### src/rtl/snake_pkg.sv
// snake_pkg: state encoding and score defaults shared by the score path and the game FSM
package snake_pkg;

    typedef enum logic [1:0] {
        IDLE = 2'd0,
        PLAY = 2'd1,
        OVER = 2'd2
    } state_e;

    localparam int MAX_SCORE_DEFAULT = 9999;

endpackage

### src/rtl/snake_tick_gen.sv
// snake_tick_gen: modulo-N counter with clock enable, sync clear and terminal-count strobe
module snake_tick_gen #(
    parameter int N = 4
) (
    input  logic i_Clk,
    input  logic i_Reset_n,
    input  logic i_En,
    input  logic i_Clr,
    output logic o_Tc
);

    localparam int W = N > 1 ? $clog2(N) : 1;
    localparam logic [W-1:0] LAST = W'(N - 1);

    logic [W-1:0] cnt_q, cnt_d;

    // Clear wins over enable; wrap to zero after the terminal value
    always_comb cnt_d = i_Clr ? '0 : !i_En ? cnt_q : cnt_q == LAST ? '0 : cnt_q + W'(1);

    // Count register
    always_ff @(posedge i_Clk or negedge i_Reset_n)
        if (!i_Reset_n) cnt_q <= '0;
        else            cnt_q <= cnt_d;

    // Strobe decodes the registered count, so it is glitch-free and cycle-exact
    assign o_Tc = i_En && !i_Clr && cnt_q == LAST;

endmodule

### src/rtl/snake_score_controller.sv
// snake_score_controller: saturating score, session high score, display mode FSM and scan strobe
module snake_score_controller
    import snake_pkg::*;
#(
    parameter int SCORE_WIDTH  = 14,
    parameter int MAX_SCORE    = MAX_SCORE_DEFAULT,
    parameter int BONUS_POINTS = 5,
    parameter int REFRESH_DIV  = 50000,
    parameter int BLINK_TICKS  = 500
) (
    input  logic                   i_Clk,
    input  logic                   i_Reset_n,
    input  logic                   i_GameStart,
    input  logic                   i_GameOver,
    input  logic                   i_FoodEaten,
    input  logic                   i_BonusEaten,
    output logic [SCORE_WIDTH-1:0] o_Score,
    output logic [SCORE_WIDTH-1:0] o_HighScore,
    output logic                   o_ScanTick,
    output logic                   o_ShowHigh,
    output logic                   o_DisplayBlank,
    output logic                   o_NewHigh
);

    localparam int SW = SCORE_WIDTH;
    localparam logic [SW:0]   MAX_WIDE = (SW + 1)'(MAX_SCORE);
    localparam logic [SW-1:0] MAX_S    = SW'(MAX_SCORE);
    localparam logic [SW:0]   BONUS    = (SW + 1)'(BONUS_POINTS);

    state_e        state_q, state_d;
    logic [SW-1:0] score_q, score_d, high_q, high_d, sat;
    logic [SW:0]   sum;
    logic          new_high_q, new_high_d, phase_q, phase_d;
    logic          show_high_q, show_high_d, blank_q, blank_d;
    logic          end_game, new_best, scan_tc, blink_tc;

    snake_tick_gen #(.N(REFRESH_DIV)) u_scan (
        .i_Clk    (i_Clk),
        .i_Reset_n(i_Reset_n),
        .i_En     (1'b1),
        .i_Clr    (1'b0),
        .o_Tc     (scan_tc)
    );

    // Held at zero outside OVER, so every entry starts counting from scratch
    snake_tick_gen #(.N(BLINK_TICKS)) u_blink (
        .i_Clk    (i_Clk),
        .i_Reset_n(i_Reset_n),
        .i_En     (scan_tc),
        .i_Clr    (state_q != OVER),
        .o_Tc     (blink_tc)
    );

    // Next-state logic: scoring, game transitions, high-score capture and display mode
    always_comb begin
        sum         = {1'b0, score_q} + (SW + 1)'(i_FoodEaten) + (i_BonusEaten ? BONUS : '0);
        sat         = sum > MAX_WIDE ? MAX_S : sum[SW-1:0];
        end_game    = state_q == PLAY && i_GameOver && !i_GameStart;
        new_best    = end_game && sat > high_q;
        state_d     = i_GameStart ? PLAY : end_game ? OVER : state_q;
        score_d     = i_GameStart ? '0 : state_q == PLAY ? sat : score_q;
        high_d      = new_best ? sat : high_q;
        new_high_d  = i_GameStart ? 1'b0 : end_game ? new_best : new_high_q;
        phase_d     = state_d != OVER || state_q != OVER ? 1'b0 : phase_q ^ blink_tc;
        show_high_d = state_d == IDLE ? 1'b1 : state_d == PLAY ? 1'b0 : !new_high_d && phase_d;
        blank_d     = state_d == OVER && new_high_d && phase_d;
    end

    // State and registered outputs
    always_ff @(posedge i_Clk or negedge i_Reset_n)
        if (!i_Reset_n) begin
            state_q     <= IDLE;
            score_q     <= '0;
            high_q      <= '0;
            new_high_q  <= 1'b0;
            phase_q     <= 1'b0;
            show_high_q <= 1'b1;
            blank_q     <= 1'b0;
        end else begin
            state_q     <= state_d;
            score_q     <= score_d;
            high_q      <= high_d;
            new_high_q  <= new_high_d;
            phase_q     <= phase_d;
            show_high_q <= show_high_d;
            blank_q     <= blank_d;
        end

    assign o_Score        = score_q;
    assign o_HighScore    = high_q;
    assign o_NewHigh      = new_high_q;
    assign o_ShowHigh     = show_high_q;
    assign o_DisplayBlank = blank_q;
    assign o_ScanTick     = scan_tc;

endmodule

### config.mk
export PLATFORM = sky130hd
export DESIGN_NAME = snake_score_controller
export DESIGN_NICKNAME = d
export VERILOG_FILES = /design/src/rtl/snake_pkg.sv /design/src/rtl/snake_tick_gen.sv /design/src/rtl/snake_score_controller.sv
export SDC_FILE = /design/constraint.sdc
export NUM_CORES = 1
export LEC_CHECK = 0
export ABC_CLOCK_PERIOD_IN_PS = 6350
export BUFFER_PORTS_ARGS = -buffer_cell sky130_fd_sc_hd__buf_2
export CORE_MARGIN = 5
export CORE_UTILIZATION = 62
export CTS_BUF_LIST = sky130_fd_sc_hd__clkbuf_4 sky130_fd_sc_hd__clkbuf_8
export DETAILED_ROUTE_END_ITERATION = 8
export PLACE_DENSITY = 0.83
export SYNTH_ARGS = -nofsm -noshare
export SYNTH_HDL_FRONTEND = slang
export SYNTH_HIERARCHICAL = 1
export SYNTH_SLANG_ARGS = --single-unit
### constraint.sdc
create_clock -name i_Clk -period 6.35 [get_ports i_Clk]
set_input_delay 0.635 -clock i_Clk [delete_from_list [all_inputs] [get_ports i_Clk]]
set_output_delay 0.635 -clock i_Clk [all_outputs]
set_load 0.1 [all_outputs]
==> metrics.txt <==
CP bufs+invs=1; Area Overhead vs Synth=10.8%; largest family of logic cells by synthesized area=simple AND/OR/NAND/NOR gates; GRT Residual Overflow=0; GR Util met3=0.0507; IO Count=38; worst setup path end=o_HighScore[13]$_DFFE_PN0P_; # DRC=0; Clk Latency, worst-skew pair=0.35 ns; crit path DAT=5.83 ns; Nets=479; critical path, cell by cell=buf_2, fa_1, ha_1, or4b_1, o32ai_1, nand4_1, a211o_2, o21ai_2, or2_2, ha_1, nor2b_1, o21ai_0, nand2b_1, a21oi_1, nand2_1, nand2_1, o21ai_0, a211oi_2, nor4_4, mux2_2; pre-CTS setup slack=0.486 ns; Routed WL per cell=17.0 um; first-pass GRT wire length=15.3 mm; die area=0.00800 mm^2; vias=3382; pwr dens=306 mW/mm^2; Leakage=1.94 nW; vias per cell=6.29; Buffers on Ports=37; HP Class=in2async; CP Class=in2reg; synth unique cells=79; Max Root-Sink Buffers=2; final wirelength=9.15 mm; placed cell areas=0.00412 mm^2; Total GRT Usage=0.248; Reg2Reg Depth=19; Total Power=1.33 mW; Tightest Pin Transition=1.06 ns; Ant. Diodes=0; H-Tree Depth=3; gpl congestion=0.890; layout cells sized above 1=0.221; adder-cell share of the synthesized area=0.0563; postcts setup bufs=0; Syn Inst Count=418; final setup skew=0.0123 ns; CTS Hold Bufs=0; number of flops mapped to enable cells by yosys=0; Reg clk slew, reported paths=0.07 ns; GRT met2 Usage=0.408; Critical Path Stages=20; peak supply drop=0.298 mV; most frequent cells in the layout=dfrtp_1, nand2_1, nor2_1; fin area=0.00434 mm^2; worst r2r src=o_Score[0]$_DFFE_PN0P_; Sink Count=59; post-route ant nets=0; die height=89.5 um; worst rel slew slack=0.287; Critical Path Fanout Max=14; Final WS setup=0.747 ns; Initial DRT Pass Iterations=5; final hold viol count=0; post-layout min period=5.60 ns; FF-to-FF setup slack=0.79 ns; dpl hpwl=6.42 mm; Max Transition Viols Final=0; hold_ws=0.426 ns; RSZ-0062 raised after global routing=false; GRT met1 Usage=0.310; number of synthesized register bits=59; Initial Utilization=0.627; vias in the first global route=3248; Synth Area in Compound Gates=0.174; mux contribution to synthesized area=0.0563; antenna violations before repair=0; most common library cell in the layout ignoring fill and taps=dfrtp_1; Iteration-0 DRC Markers=211; YS warnings=6; Syn Area/Cell=9.36 um^2; CP Capture Type=flop; dominant synthesized flop cell=dfrtp_1; Crit path max-delay family=simple AND/OR/NAND/NOR gates; core area=0.00624 mm^2; share of synthesized registers carrying an async set or reset=1.00; status=complete, no violations; WP data required=6.58 ns; CTS resizes=0; GRT Max-Usage Layer=met2; CP max-delay cell=nor4_4; final period utilization=0.882; Critical R2R Capture=o_HighScore[13]$_DFFE_PN0P_; Mapped Area=0.00391 mm^2; CP startpoint=i_FoodEaten; largest net degree at the start of global routing=60; setup violators final=0; row count=29; Worst Setup Start Kind=input pin; CTS tree=done; post-synthesis xor/xnor area fraction=0.0313; post-route setup TNS=0 ns; fmax=178 MHz; Simple-Gate Fraction of Synth Area=0.251; CTS buffer count=9; Die Wd=89.5 um; Worst path max stage delay=0.88 ns; Root Driver=clkbuf_8; register area share after synthesis=0.378; MaxCap Viol Count=0
## per-stage QoR
step	cells	utilization
after global placement	522	0.660
after detailed placement	522	0.660
after CTS	538	0.695
after global routing	538	0.695
after floorplan	424	-
final	538	0.695
## worst min path at each step
stage                                 startpoint                           end  cells after the start
finish                                 i_Reset_n   o_HighScore[10]$_DFFE_PN0P_                      2
global route                           i_Reset_n    o_HighScore[0]$_DFFE_PN0P_                      2
CTS                                    i_Reset_n   o_HighScore[10]$_DFFE_PN0P_                      2
detailed placement  u_scan/cnt_q[15]$_DFFE_PN0P_  u_scan/cnt_q[15]$_DFFE_PN0P_                      1
global placement    u_scan/cnt_q[15]$_DFFE_PN0P_  u_scan/cnt_q[15]$_DFFE_PN0P_                      1
floorplan                              i_Reset_n      o_DisplayBlank$_DFF_PN0_                      0
## per-layer routing
| metal | wire, um | vias up |
|---|---|---|
| li1 | - | 1605 |
| met1 | 3810 | 1617 |
| met2 | 4500 | 128 |
| met3 | 527 | 32 |
| met4 | 315 | 0 |
| met5 | 0 | - |
## power by group
part           switching [mW]  internal (mW)  total (mW)
clock network           0.157          0.229       0.385
registers              0.0318          0.408       0.439
logic                   0.373          0.129       0.502
total                   0.562          0.765        1.33
## cell type report
cell class                 count  area, um^2
fill                         490        1900
clock inverter                 5        77.6
multi-input combinational    323        2250
tap                           77        96.3
sequential                    59        1480
inverter                      24        92.6
timing repair buffer          39         200
clock buffer                  11         139
## sequential cells by signal (all words and copies together), names as in the netlist
register	flops
o_ShowHigh	1
o_HighScore	14
state_q	2
o_NewHigh	1
u_scan/cnt_q	16
o_DisplayBlank	1
u_blink/cnt_q	9
phase_q	1
o_Score	14
## synth_stat cells (8+ instances only)
library cell / number / area share
nand2_1: 39 / 0.037
nor2_1: 38 / 0.036
nand3_1: 14 / 0.018
ha_1: 16 / 0.051
nand2b_1: 10 / 0.016
a31oi_1: 10 / 0.016
inv_1: 22 / 0.021
a21oi_1: 19 / 0.024
nand4_1: 14 / 0.022
nor3_1: 8 / 0.010
o21ai_0: 20 / 0.026
dfrtp_1: 58 / 0.37
xor2_1: 8 / 0.018
mux2_4: 9 / 0.035
## logic make-up after synthesis
group | after synthesis
AO/OA/AOI/OAI | 96
XOR/XNOR | 14
adder cells (fa/ha/maj) | 17
buffers and inverters | 42
flip-flops | 59
multiplexers | 17
other | 2
AND/OR/NAND/NOR | 171
No activity file was read; power rests on OpenSTA's default activity.
